<file path="src/rtl/gcd_pkg.sv">
// rtl/gcd_pkg.sv - shared types and encodings for the GCD controller slice
//
// Purpose: FSM state enum, mux select encodings and default datapath width
//          shared by the controller, its interface and the testbench.
// Ports:   none (package).
package gcd_pkg;

    localparam int DATA_W = 16;

    typedef enum logic [2:0] {
        IDLE,
        LOAD_A,
        LOAD_B,
        RUN,
        DONE
    } gcd_state_e;

    // Subtractor operand selects (sel1 = minuend, sel2 = subtrahend).
    localparam logic SEL_A = 1'b0;
    localparam logic SEL_B = 1'b1;

    // Register load bus select.
    localparam logic SEL_BUS_SUB = 1'b0;
    localparam logic SEL_BUS_IN  = 1'b1;

endpackage

</file>
<file path="src/rtl/gcd_controller_if.sv">
// rtl/gcd_controller_if.sv - handshake, datapath control and status bundle
//
// Purpose: groups every non-clock/reset signal of gcd_controller.
// Modports:
//   master - the controller: consumes start/in_valid/gt/lt/eq, drives
//            in_ready, ldA/ldB, sel1/sel2/sel_in, busy/done/timeout/iter_count.
//   slave  - the system and datapath side, the mirror image of master.
interface gcd_controller_if #(
    parameter int ITER_W = 16
);

    logic              start;
    logic              in_valid;
    logic              in_ready;
    logic              gt;
    logic              lt;
    logic              eq;
    logic              ldA;
    logic              ldB;
    logic              sel1;
    logic              sel2;
    logic              sel_in;
    logic              busy;
    logic              done;
    logic              timeout;
    logic [ITER_W-1:0] iter_count;

    modport master (
        input  start, in_valid, gt, lt, eq,
        output in_ready, ldA, ldB, sel1, sel2, sel_in,
        output busy, done, timeout, iter_count
    );

    modport slave (
        output start, in_valid, gt, lt, eq,
        input  in_ready, ldA, ldB, sel1, sel2, sel_in,
        input  busy, done, timeout, iter_count
    );

endinterface

</file>
<file path="src/rtl/gcd_iter_counter.sv">
// rtl/gcd_iter_counter.sv - saturating subtraction-cycle counter with limit flag
//
// Purpose: counts subtraction cycles of one GCD run; built only when
//          GCD_CTRL_TIMEOUT_EN is defined.
// Ports:
//   clk, rst  - clock, synchronous active-high reset
//   clr       - zero the count (start of a new run)
//   inc       - count one subtraction cycle
//   count     - current count, saturates at all-ones
//   at_limit  - count has reached MAX_ITER
`ifdef GCD_CTRL_TIMEOUT_EN
module gcd_iter_counter #(
    parameter int          ITER_W   = 16,
    parameter int unsigned MAX_ITER = 16'hFFFF
) (
    input  logic              clk,
    input  logic              rst,
    input  logic              clr,
    input  logic              inc,
    output logic [ITER_W-1:0] count,
    output logic              at_limit
);

    localparam logic [ITER_W-1:0] LIMIT = ITER_W'(MAX_ITER);
    localparam logic [ITER_W-1:0] SAT   = '1;

    logic [ITER_W-1:0] count_q, count_d;

    always_comb begin
        count_d = count_q;
        if (clr) begin
            count_d = '0;
        end else if (inc && (count_q != SAT)) begin
            count_d = count_q + ITER_W'(1);
        end
    end

    always_ff @(posedge clk) begin
        if (rst) begin
            count_q <= '0;
        end else begin
            count_q <= count_d;
        end
    end

    assign count    = count_q;
    assign at_limit = (count_q == LIMIT);

endmodule
`endif

</file>
<file path="src/rtl/gcd_controller.sv">
// rtl/gcd_controller.sv - control FSM for the subtractive GCD datapath
//
// Purpose: loads operands A then B over a valid/ready handshake, then issues
//          one subtraction per cycle until the datapath reports A == B.
//          Optional macro GCD_CTRL_TIMEOUT_EN adds the iteration counter and
//          the MAX_ITER abort (timeout); without it iter_count/timeout are 0.
// Ports:
//   clk  - clock
//   rst  - synchronous active-high reset
//   bus  - gcd_controller_if.master: start/in_valid/in_ready handshake,
//          gt/lt/eq flags, ldA/ldB/sel1/sel2/sel_in controls,
//          busy/done/timeout/iter_count status
module gcd_controller
    import gcd_pkg::*;
#(
    parameter int          ITER_W   = 16,
    parameter int unsigned MAX_ITER = 16'hFFFF
) (
    input  logic                clk,
    input  logic                rst,
    gcd_controller_if.master    bus
);

    gcd_state_e        state_q, state_d;
    logic              busy_q, busy_d;
    logic              done_q, done_d;
    logic              timeout_q, timeout_d;
    logic              cnt_clr, cnt_inc;
    logic              at_limit;
    logic [ITER_W-1:0] iter_count;
    logic              one_flag;

    // A decision is only trusted when exactly one flag is set; anything else
    // terminates the run so a broken datapath cannot stall the FSM.
    assign one_flag = ($countones({bus.gt, bus.lt, bus.eq}) == 1);

    always_comb begin
        state_d      = state_q;
        busy_d       = busy_q;
        done_d       = done_q;
        timeout_d    = timeout_q;
        cnt_clr      = 1'b0;
        cnt_inc      = 1'b0;
        bus.in_ready = 1'b0;
        bus.ldA      = 1'b0;
        bus.ldB      = 1'b0;
        bus.sel1     = SEL_A;
        bus.sel2     = SEL_A;
        bus.sel_in   = SEL_BUS_IN;

        case (state_q)
            IDLE, DONE: begin
                if (bus.start) begin
                    state_d   = LOAD_A;
                    busy_d    = 1'b1;
                    done_d    = 1'b0;
                    timeout_d = 1'b0;
                    cnt_clr   = 1'b1;
                end
            end
            LOAD_A: begin
                bus.in_ready = 1'b1;
                if (bus.in_valid) begin
                    bus.ldA = 1'b1;
                    state_d = LOAD_B;
                end
            end
            LOAD_B: begin
                bus.in_ready = 1'b1;
                if (bus.in_valid) begin
                    bus.ldB = 1'b1;
                    state_d = RUN;
                end
            end
            RUN: begin
                if (bus.eq || !one_flag) begin
                    state_d = DONE;
                    busy_d  = 1'b0;
                    done_d  = 1'b1;
                end else if (at_limit) begin
                    // Limit reached without convergence: abort, no load.
                    state_d   = DONE;
                    busy_d    = 1'b0;
                    done_d    = 1'b1;
                    timeout_d = 1'b1;
                end else if (bus.gt) begin
                    bus.ldA    = 1'b1;
                    bus.sel_in = SEL_BUS_SUB;
                    bus.sel1   = SEL_A;
                    bus.sel2   = SEL_B;
                    cnt_inc    = 1'b1;
                end else begin
                    bus.ldB    = 1'b1;
                    bus.sel_in = SEL_BUS_SUB;
                    bus.sel1   = SEL_B;
                    bus.sel2   = SEL_A;
                    cnt_inc    = 1'b1;
                end
            end
            default: begin
                state_d = IDLE;
                busy_d  = 1'b0;
                done_d  = 1'b0;
            end
        endcase
    end

    always_ff @(posedge clk) begin
        if (rst) begin
            state_q   <= IDLE;
            busy_q    <= 1'b0;
            done_q    <= 1'b0;
            timeout_q <= 1'b0;
        end else begin
            state_q   <= state_d;
            busy_q    <= busy_d;
            done_q    <= done_d;
            timeout_q <= timeout_d;
        end
    end

`ifdef GCD_CTRL_TIMEOUT_EN
    gcd_iter_counter #(
        .ITER_W   (ITER_W),
        .MAX_ITER (MAX_ITER)
    ) u_iter_counter (
        .clk      (clk),
        .rst      (rst),
        .clr      (cnt_clr),
        .inc      (cnt_inc),
        .count    (iter_count),
        .at_limit (at_limit)
    );
`else
    // No counter: RUN leaves only on a terminating flag decision.
    assign iter_count = '0;
    assign at_limit   = 1'b0;
    logic unused_cnt;
    assign unused_cnt = ^{cnt_clr, cnt_inc, MAX_ITER};
`endif

    assign bus.busy       = busy_q;
    assign bus.done       = done_q;
    assign bus.timeout    = timeout_q;
    assign bus.iter_count = iter_count;

endmodule

</file>
<file path="src/flat_wrapper.sv">
// flat-port wrapper written by rule: the top's interface ports become plain ports
module gcd_controller_flat import gcd_pkg::*;
#(
    parameter int          ITER_W   = 16,
    parameter int unsigned MAX_ITER = 16'hFFFF
)
  (clk, rst, bus_start, bus_in_valid, bus_gt, bus_lt, bus_eq, bus_in_ready, bus_ldA, bus_ldB, bus_sel1, bus_sel2, bus_sel_in, bus_busy, bus_done, bus_timeout, bus_iter_count);
  gcd_controller_if #(.ITER_W(ITER_W)) bus_i ();
  input  logic clk;
  input  logic rst;
  input wire logic [$bits(bus_i.start)-1:0] bus_start;
  input wire logic [$bits(bus_i.in_valid)-1:0] bus_in_valid;
  input wire logic [$bits(bus_i.gt)-1:0] bus_gt;
  input wire logic [$bits(bus_i.lt)-1:0] bus_lt;
  input wire logic [$bits(bus_i.eq)-1:0] bus_eq;
  output wire logic [$bits(bus_i.in_ready)-1:0] bus_in_ready;
  output wire logic [$bits(bus_i.ldA)-1:0] bus_ldA;
  output wire logic [$bits(bus_i.ldB)-1:0] bus_ldB;
  output wire logic [$bits(bus_i.sel1)-1:0] bus_sel1;
  output wire logic [$bits(bus_i.sel2)-1:0] bus_sel2;
  output wire logic [$bits(bus_i.sel_in)-1:0] bus_sel_in;
  output wire logic [$bits(bus_i.busy)-1:0] bus_busy;
  output wire logic [$bits(bus_i.done)-1:0] bus_done;
  output wire logic [$bits(bus_i.timeout)-1:0] bus_timeout;
  output wire logic [$bits(bus_i.iter_count)-1:0] bus_iter_count;
  assign bus_i.start = bus_start;
  assign bus_i.in_valid = bus_in_valid;
  assign bus_i.gt = bus_gt;
  assign bus_i.lt = bus_lt;
  assign bus_i.eq = bus_eq;
  assign bus_in_ready = bus_i.in_ready;
  assign bus_ldA = bus_i.ldA;
  assign bus_ldB = bus_i.ldB;
  assign bus_sel1 = bus_i.sel1;
  assign bus_sel2 = bus_i.sel2;
  assign bus_sel_in = bus_i.sel_in;
  assign bus_busy = bus_i.busy;
  assign bus_done = bus_i.done;
  assign bus_timeout = bus_i.timeout;
  assign bus_iter_count = bus_i.iter_count;
  gcd_controller #(.ITER_W(ITER_W), .MAX_ITER(MAX_ITER)) u_core (.clk(clk), .rst(rst), .bus(bus_i));
endmodule
</file>
<file path="config.mk">
export PLATFORM = sky130hd
export DESIGN_NAME = gcd_controller_flat
export DESIGN_NICKNAME = d
export VERILOG_FILES = /design/src/rtl/gcd_pkg.sv /design/src/rtl/gcd_controller_if.sv /design/src/rtl/gcd_iter_counter.sv /design/src/rtl/gcd_controller.sv /design/src/flat_wrapper.sv
export SDC_FILE = /design/constraint.sdc
export NUM_CORES = 1
export LEC_CHECK = 0
export ABC_CLOCK_PERIOD_IN_PS = 1850
export BUFFER_PORTS_ARGS = -buffer_cell sky130_fd_sc_hd__buf_2
export CORE_MARGIN = 2
export CORE_UTILIZATION = 40
export CTS_CLUSTER_DIAMETER = 150
export DETAILED_ROUTE_END_ITERATION = 10
export GPL_TIMING_DRIVEN = 0
export PLACE_DENSITY = 0.75
export SYNTH_ARGS = -nofsm -noshare
export SYNTH_HDL_FRONTEND = slang
export SYNTH_SLANG_ARGS = --single-unit
</file>
<file path="constraint.sdc">
create_clock -name clk -period 1.85 [get_ports clk]
set_clock_uncertainty 0.05 [all_clocks]
set_input_delay 0.0925 -clock clk [delete_from_list [all_inputs] [get_ports clk]]
set_output_delay 0.0925 -clock clk [all_outputs]
set_load 0.05 [all_outputs]
</file>
### Word level (Yosys, flattened, before mapping)

Index checks and enable logic that the tools add are counted.

| storage, ports and cells | value |
|---|---|
| bits in registers | 5 |
| bits of input ports | 7 |
| output and inout port bits | 25 |
| word-level logic and storage cells | 45 |

| cells by class | value |
|---|---|
| $add $sub $neg | 2 |
| eq/ne operators | 9 |
| mux-type cells | 23 |
| bitwise gates (word level) | 1 |
| reductions and logical operators | 7 |

Operator list:

| operator | number |
|---|---|
| adder 32 x 1 -> 32 bit | 1 |
| equality test 32 x 2 -> 1 bit (second input constant) | 1 |
| 2-to-1 mux 1 bit | 14 |
| 2-to-1 mux 3 bit | 4 |
| one-hot mux 3 bit (4 select lines) | 1 |
| equality test 3 x 2 -> 1 bit (second input constant) | 2 |
| != test 2 bit (second input constant) | 3 |
| one-hot mux 1 bit (3 select lines) | 2 |
| one-hot mux 1 bit (2 select lines) | 2 |
| AND reduction 4 bit | 1 |
| OR reduction 2 bit | 2 |
| equality test 3 x 1 -> 1 bit (second input constant) | 1 |
| equality test 3 bit (second input constant) | 1 |
| logical NOT 3 bit | 1 |
| AND reduction 3 bit | 1 |
| adder 1 x 1 -> 2 bit | 1 |
| != test 2 x 1 -> 1 bit (second input constant) | 1 |
| logical NOT 1 bit | 1 |
| logical OR 1 bit | 1 |
| NOT 1 bit | 1 |

### Logic depth before layout (Yosys ltp)

Gate-level depths: netlist (run 1).

| logic depth | value |
|---|---|
| depth after elaboration | 7 |
| depth in mapped cells | 6 |

### Worst setup path after synthesis (run 1)

Ideal clock, no wire load.

| path | value |
|---|---|
| path type | input to output |
| from | input port bus_eq |
| to | output port bus_sel1 |
| data arrival time | 2.546 ns |
| slack | -0.839 ns |
| stages | 6 |
| buffers on the path | 0 |
| cells stage by stage | ha_1 ha_1 ha_1 nor4b_4 nand4b_1 nor2_1 |

| between the ends | value |
|---|---|
| word-level cells in the longest chain between the ends | 7 |

RTL lines:

| element | RTL line | source |
|---|---|---|
| from (decl) | flat_wrapper.sv:15 | `input wire logic [$bits(bus_i.eq)-1:0] bus_eq;` |
| adder 1 x 1 -> 2 bit (not written as such) | gcd_controller.sv:35 | `assign one_flag = ($countones({bus.gt, bus.lt, bus.eq}) == 1);` |
| adder 32 x 1 -> 32 bit (not written as such) | gcd_controller.sv:35 |  |
| equality test 32 x 2 -> 1 bit | gcd_controller.sv:35 |  |
| logical NOT 1 bit | gcd_controller.sv:76 | `if (bus.eq \|\| !one_flag) begin` |
| logical OR 1 bit * | gcd_controller.sv:76 |  |
| 2-to-1 mux 1 bit * | gcd_controller.sv:76 |  |
| 2-to-1 mux 1 bit * | gcd_controller.sv:51 | `case (state_q)` |
| to (decl) | flat_wrapper.sv:19 | `output wire logic [$bits(bus_i.sel1)-1:0] bus_sel1;` |

Every way passes the cells marked *; elsewhere a longest branch is shown, timed or not.

### Worst setup path after layout (run 1)

| path | value |
|---|---|
| from | input port bus_gt |
| to | output port bus_sel2 |

| between the ends | value |
|---|---|
| word-level cells in the longest chain between the ends | 6 |
| elaborated cells on any way between the ends | 7 |

RTL lines:

| element | RTL line | source |
|---|---|---|
| from (decl) | flat_wrapper.sv:13 | `input wire logic [$bits(bus_i.gt)-1:0] bus_gt;` |
| adder 32 x 1 -> 32 bit (not written as such) | gcd_controller.sv:35 |  |
| equality test 32 x 2 -> 1 bit | gcd_controller.sv:35 |  |
| logical NOT 1 bit | gcd_controller.sv:76 |  |
| logical OR 1 bit | gcd_controller.sv:76 |  |
| 2-to-1 mux 1 bit * | gcd_controller.sv:76 |  |
| 2-to-1 mux 1 bit * | gcd_controller.sv:51 |  |
| to (decl) | flat_wrapper.sv:20 | `output wire logic [$bits(bus_i.sel2)-1:0] bus_sel2;` |

Marked as above.

==> metrics.json, run 1 <==
{
  "critical_path": {
    "cp.buffers_inverters": 4,
    "r2r_cells": 3,
    "reg2reg_to": "u_core.bus.done",
    "critical-path-max-stage-delay_ns": 0.49,
    "regToRegSetupSlack_ns": 0.53,
    "path_max_fanout": 4,
    "worst-path-stages": 8,
    "timing.critical_path.slowest_stage_cell": "fa_1",
    "crit_path_cell_trace": "buf_12 -> clkinvlp_4 -> fa_1 -> nor4b_4 -> nand4b_1 -> buf_6 -> nor2_4 -> buf_8",
    "setup.worst_path.start": "bus_gt",
    "critical_path.endpoint": "bus_sel2",
    "category_of_the_worst_setup_path_capture_point": "output port",
    "worstPathRequired_ns": 1.71,
    "critPathKind": "in2out",
    "worstPathArrival_ns": 1.71,
    "timing.rr.start": "u_core.state_q[0]",
    "cpLargestDelayFamily": "simple AND/OR/NAND/NOR gates",
    "worstSetupStartpointType": "input port"
  },
  "power_and_ir_drop": {
    "power_density_mw_per_mm2": 715.5,
    "leakagePower_nw": 0.4491,
    "power_mw": 0.6696,
    "irDropWorstVdd_mv": 0.3397
  },
  "final_layout": {
    "fin_nets": 123,
    "most_frequent_cells_in_the_layout": "buf_4, conb_1, buf_2",
    "flow.area_growth_from_synthesis_pct": 72.35,
    "final_design_area_no_fill_um2": 935.9,
    "final_cell_count_no_fill": 126,
    "antennaDiodeCount": 0,
    "layout.cells.most_common": "buf_4",
    "final_layout_size_suffix_gt1_share_pct": 54.05
  },
  "placement": {
    "io_buffers": 14,
    "hpwlAfterDp_um": 826.4,
    "placement.cell_area_um2": 760.7,
    "globalplace.congestion": 0.6874,
    "dp_cells": 111,
    "placement.setup.worst_slack_ns": -0.3641
  },
  "timing": {
    "timing.final.ws_setup_ns": -0.001149,
    "setup_viol_count_final": 1,
    "setup_total_neg_slack_ns": -0.001149,
    "final-max-slew-violation-count": 0,
    "clock_period_minus_final_worst_setup_slack_ns": 1.851,
    "fmax_mhz": 540.2,
    "hold_viol": 0,
    "post-route-period-util_pct": 100.1,
    "grt_setup_unrepaired": "true"
  },
  "floorplan": {
    "horizontal_die_dimension_um": 40.85,
    "io_pins": 32,
    "floorplan.initialDensity_pct": 42.26,
    "num_rows": 13,
    "floorplan.die.height_um": 40.85,
    "die_area_mm2": 0.001668,
    "coreArea_mm2": 0.001285
  },
  "synthesis": {
    "yosys_reg_bits": 5,
    "synthAdderAreaFrac_pct": 10.60,
    "synth_xor_area_share_pct": 1.613,
    "synth_cell_type_count": 28,
    "synth_top_family_by_area": "buffers and inverters",
    "syn-cell-area_um2": 543.0,
    "synth.avg_cell_area_um2": 8.228,
    "synthesized_instance_count": 66,
    "synth.yosys.seq_area_share_pct": 18.43,
    "synth_mux_area_share_pct": 2.074,
    "synth_simple_gate_area_share_pct": 22.35,
    "yosysWarningCount": 0,
    "synth_compound_gate_area_share_pct": 14.29
  },
  "clock_network": {
    "cts.root.buffer_cell": "clkbuf_4",
    "clk_transition_reported_paths_ns": 0.05,
    "worst_skew_pair_latency_ns": 0.24,
    "max-clock-path-buffers": 2,
    "numClockSinks": 5,
    "tritoncts": "built",
    "tritoncts.num_buffers": 3,
    "clock_tree.htree_level_count": 1
  },
  "route": {
    "drt-wirelength-per-cell_um": 10.36,
    "drt_pass1_iterations": 4,
    "drt-vias-per-instance": 4.325,
    "wl_mm": 1.305,
    "route.detailed.drc": 0,
    "via_count": 545,
    "detail-route-antenna-nets": 0,
    "drt_first_iter_violations": 13
  },
  "global_route": {
    "antenna_found_initial": 0,
    "global_route.overflow_total": 0,
    "vias_in_the_first_global_route": 407,
    "gr-usage-all-layers_pct": 15.06,
    "grt_pass1_wl_mm": 1.614,
    "largest_net_degree_at_the_start_of_global_routing": 11
  },
  "outcome": {
    "outcome": "finished with violations",
    "failed_checks": "setup timing"
  },
  "job": {
    "max-cap-violations": 0
  },
  "min_path": {
    "worstHoldPathType": "in2reg"
  }
}
==> how the worst min path moves through the flow <==
stage / startpoint / end / slack [ns] / cells past startpoint
final: rst / u_core.state_q[2] / 0.02 / 2
after detailed placement: rst / u_core.state_q[2] / 0.27 / 2
after global routing: rst / u_core.state_q[2] / 0.01 / 2
after CTS: rst / u_core.state_q[2] / 0.006 / 2
after floorplan: rst / u_core.bus.done / 0.11 / 1
after global placement: rst / u_core.state_q[2] / 0.27 / 2
==> stage by stage <==
step,utilization [%],hold slack [ns]
floorplan,-,0.1116
global placement,59.20,0.2663
detailed placement,59.20,0.2687
CTS,68.65,0.006263
global route,72.83,0.01317
finish,72.83,0.01922
==> synthesized netlist by cell type <==
cell	n	area share, %
a21boi_0	1	1.4
a21oi_1	4	3.7
a31oi_1	3	3.5
and2b_2	1	1.6
buf_2	1	0.92
buf_4	17	24
buf_6	1	2.1
conb_1	1	0.69
dfxtp_1	5	18
fa_1	1	3.7
ha_1	3	6.9
inv_1	5	3.5
mux2_2	1	2.1
nand2_1	1	0.69
nand3_1	1	0.92
nand4b_1	1	1.6
nor2_1	4	2.8
nor2b_1	2	2.3
nor3_1	2	1.8
nor3b_1	1	1.4
nor4b_4	1	4.4
o2111ai_1	1	1.6
o211ai_1	1	1.4
o21ai_0	3	2.8
or3b_1	1	1.6
or4_1	1	1.4
or4b_1	1	1.8
xnor2_1	1	1.6
==> timing repair <==
action | in CTS | in global routing
cloned | 0 | 0
endpoints found under the setup margin | 5 | 5
hold buffers | 0 | 0
hold endpoints to repair | 0 | 0
buffers inserted | 9 | 2
pin swaps | 5 | 4
resized for setup | 9 | 12
==> cell type report <==
class                   count  area, um2
flip-flops and latches      5      100.1
inverters                   5      22.52
well taps                  15      18.77
plain buffers              19      143.9
fillers                    99      349.1
clock buffers               4      26.28
multi-input cells          53      415.4
repair buffers             25      209.0
==> flip-flops by register name, summed over array words and instances (netlist names) <==
register	cells
u_core.state_q	3
u_core.bus.busy	1
u_core.bus.done	1
==> cells by family after synthesis <==
logic type | Yosys count
buf+inv | 24
xor+xnor | 1
mux | 1
flops | 5
fa+ha+maj | 4
simple gates | 17
compound gates | 13
other cells | 1
==> per-layer routing <==
metal / routed length, um / up-vias / GRT usage, %
met4: 0 / 0 / 7.500
met2: 635 / 23 / 25.78
met1: 592 / 237 / 16.34
met5: 0 / - / 0
li1: - / 285 / -
met3: 77 / 0 / 4.891
==> power breakdown <==
group          switching, mW  internal [mW]
clock network         0.0464         0.0817
registers             0.0131          0.125
logic                  0.262          0.141
total                  0.322          0.348
(Power assumes the default switching activity.)
==> run 2: changes to the inputs <==
--- a/config.mk
+++ b/config.mk
@@ -6,13 +6,14 @@
 export NUM_CORES = 1
 export LEC_CHECK = 0
 export ABC_CLOCK_PERIOD_IN_PS = 1850
-export BUFFER_PORTS_ARGS = -buffer_cell sky130_fd_sc_hd__buf_2
 export CORE_MARGIN = 2
 export CORE_UTILIZATION = 40
 export CTS_CLUSTER_DIAMETER = 150
 export DETAILED_ROUTE_END_ITERATION = 10
+export DONT_BUFFER_PORTS = 1
 export GPL_TIMING_DRIVEN = 0
-export PLACE_DENSITY = 0.75
+export PLACE_DENSITY = 0.55
+export REMOVE_ABC_BUFFERS = 1
 export SYNTH_ARGS = -nofsm -noshare
 export SYNTH_HDL_FRONTEND = slang
 export SYNTH_SLANG_ARGS = --single-unit
==> run 2 against run 1 <==
- the flow still finishes with violations (setup timing)
- sequential share of layout area grew 5.7 points
- worst setup slack lost 0.51 ns
- fmax shrank 22%
- cell area shrank 35%
- non-clock buffer count shrank 38
- global-route usage shrank 0.90 points
- final cell count shrank 30%
- register-to-register slack lost 0.17 ns
- largest cell class unchanged
==> metrics.json, run 2 (synthesis gave the netlist of run 1 again) <==
{
  "min_path": {
    "worstHoldPathType": "in2reg",
    "hold_critical_path_endpoint": "u_core.state_q[1]",
    "min-delay-start": "rst",
    "hold-path-cell-count": 2
  },
  "timing": {
    "post-route-period-util_pct": 127.5,
    "final-max-slew-violation-count": 0,
    "clock_period_minus_final_worst_setup_slack_ns": 2.359,
    "setup_viol_count_final": 2,
    "worst_slew_margin_rel_pct": 41.64,
    "fmax_mhz": 424.0,
    "max_slew.worst_pin.slew_ns": 0.8722,
    "timing.final.ws_setup_ns": -0.5088,
    "hold_viol": 0,
    "grt_setup_unrepaired": "true",
    "fin_worst_hold_slack_ns": 0.01823
  },
  "route": {
    "drt-wirelength-per-cell_um": 11.03,
    "via_count": 419,
    "drt-vias-per-instance": 4.761,
    "route.detailed.drc": 0,
    "drt_pass1_iterations": 4,
    "drt_first_iter_violations": 8,
    "wl_um": 971,
    "detail-route-antenna-nets": 0
  },
  "global_route": {
    "gr-usage-all-layers_pct": 14.16,
    "met2_usage_grt_pct": 21.48,
    "grtUsageMet3_pct": 8.696,
    "antenna_found_initial": 0,
    "grt_pass1_wl_mm": 1.518,
    "global_route.overflow_total": 0,
    "vias_in_the_first_global_route": 354,
    "largest_net_degree_at_the_start_of_global_routing": 13,
    "groute.layer.met1.usage_pct": 17.97,
    "gr-max-usage-layer": "met2"
  },
  "clock_network": {
    "cts.root.buffer_cell": "clkbuf_4",
    "clock_tree.htree_level_count": 1,
    "tritoncts": "built",
    "max-clock-path-buffers": 2,
    "clk_transition_reported_paths_ns": 0.04,
    "worst_skew_pair_latency_ns": 0.24,
    "numClockSinks": 5,
    "tritoncts.num_buffers": 3
  },
  "job": {
    "max-cap-violations": 0
  },
  "final_layout": {
    "antennaDiodeCount": 0,
    "fin_nets": 85,
    "layout.cells.most_common": "conb_1",
    "largest-register": "u_core.state_q",
    "most_frequent_cells_in_the_layout": "conb_1, dfxtp_1, inv_1, a21oi_1, buf_4",
    "final_design_area_no_fill_um2": 610.6,
    "number_of_flip_flops_under_the_largest_register_name": 3,
    "final_cell_count_no_fill": 88,
    "final_layout_size_suffix_gt1_share_pct": 21.92,
    "post-route-util_pct": 47.52,
    "flow.area_growth_from_synthesis_pct": 12.44
  },
  "critical_path": {
    "reg2reg_to": "u_core.bus.done",
    "worstPathArrival_ns": 2.22,
    "critical-path-top-cell-by-count": "ha_4",
    "path_max_fanout": 3,
    "critical-path-max-stage-delay_ns": 0.71,
    "timing.rr.start": "u_core.state_q[1]",
    "worstPathRequired_ns": 1.71,
    "cpLargestDelayFamily": "simple AND/OR/NAND/NOR gates",
    "regToRegSetupSlack_ns": 0.36,
    "category_of_the_worst_setup_path_capture_point": "output port",
    "worstSetupStartpointType": "input port",
    "timing.critical_path.slowest_stage_cell": "nand4b_1",
    "critPathKind": "in2out",
    "crit_path_cell_trace": "ha_4 -> ha_4 -> ha_4 -> nor4b_4 -> nand4b_1 -> nor2_4",
    "r2r_cells": 3,
    "cp.buffers_inverters": 0
  },
  "floorplan": {
    "horizontal_die_dimension_um": 40.85,
    "die_area_mm2": 0.001668,
    "num_rows": 13,
    "coreArea_mm2": 0.001285,
    "floorplan.die.height_um": 40.85,
    "floorplan.initialDensity_pct": 42.26,
    "io_pins": 32
  },
  "placement": {
    "io_buffers": 0,
    "placement.cell_area_um2": 493.0,
    "dp_cells": 80,
    "globalplace.congestion": 0.7364,
    "hpwlAfterDp_um": 701.6
  },
  "power_and_ir_drop": {
    "leakagePower_nw": 0.2447,
    "irDropWorstVdd_mv": 0.6559,
    "power_mw": 0.5529,
    "power_density_mw_per_mm2": 905.6
  },
  "outcome": {
    "outcome": "finished with violations",
    "failed_checks": "setup timing"
  }
}
run 2: final cells by class:
cell class              instances  area [um2]
flip-flops and latches          5       100.1
multi-input cells              53       392.9
fillers                       132       674.4
clock buffers                   4       26.28
inverters                       5       22.52
well taps                      15       18.77
repair buffers                  6       50.05
run 2: layer usage:
metal | vias to the layer above | wire (um)
met4 | 0 | 0
met3 | 0 | 118
met1 | 192 | 390
met2 | 23 | 462
met5 | - | 0
li1 | 204 | -
run 2: how the worst max path moves through the flow:
stage,startpoint,to,slack (ns),cells past startpoint
floorplan,bus_eq,bus_sel1,-0.84,6
global placement,bus_eq,bus_sel2,-1.0,6
detailed placement,bus_eq,bus_sel2,-1.02,6
CTS,bus_gt,bus_sel2,-0.54,5
global route,bus_lt,bus_sel2,-0.57,6
finish,bus_lt,bus_sel2,-0.51,6
run 2: through the flow:
step | TNS (ns) | worst slack, ns
floorplan | -2.739 | -0.8386
global placement | -3.408 | -0.9996
detailed placement | -2.126 | -1.022
CTS | -1.083 | -0.5429
global route | -1.133 | -0.5718
finish | -1.002 | -0.5088
run 2: repair_timing:
action,4_1_cts,5_1_grt
endpoints found under the setup margin,3,4
setup buffers,2,0
pin swaps,7,6
resized for setup,9,1
hold buffers,2,0
endpoints found under the hold margin,2,0
run 2: power by group:
part | total (mW) | leakage, nW | internal (mW) | switching [mW]
Sequential | 0.178 | 0.0410 | 0.125 | 0.0525
Combinational | 0.252 | 0.189 | 0.0662 | 0.186
Clock | 0.123 | 0.0150 | 0.0814 | 0.0419
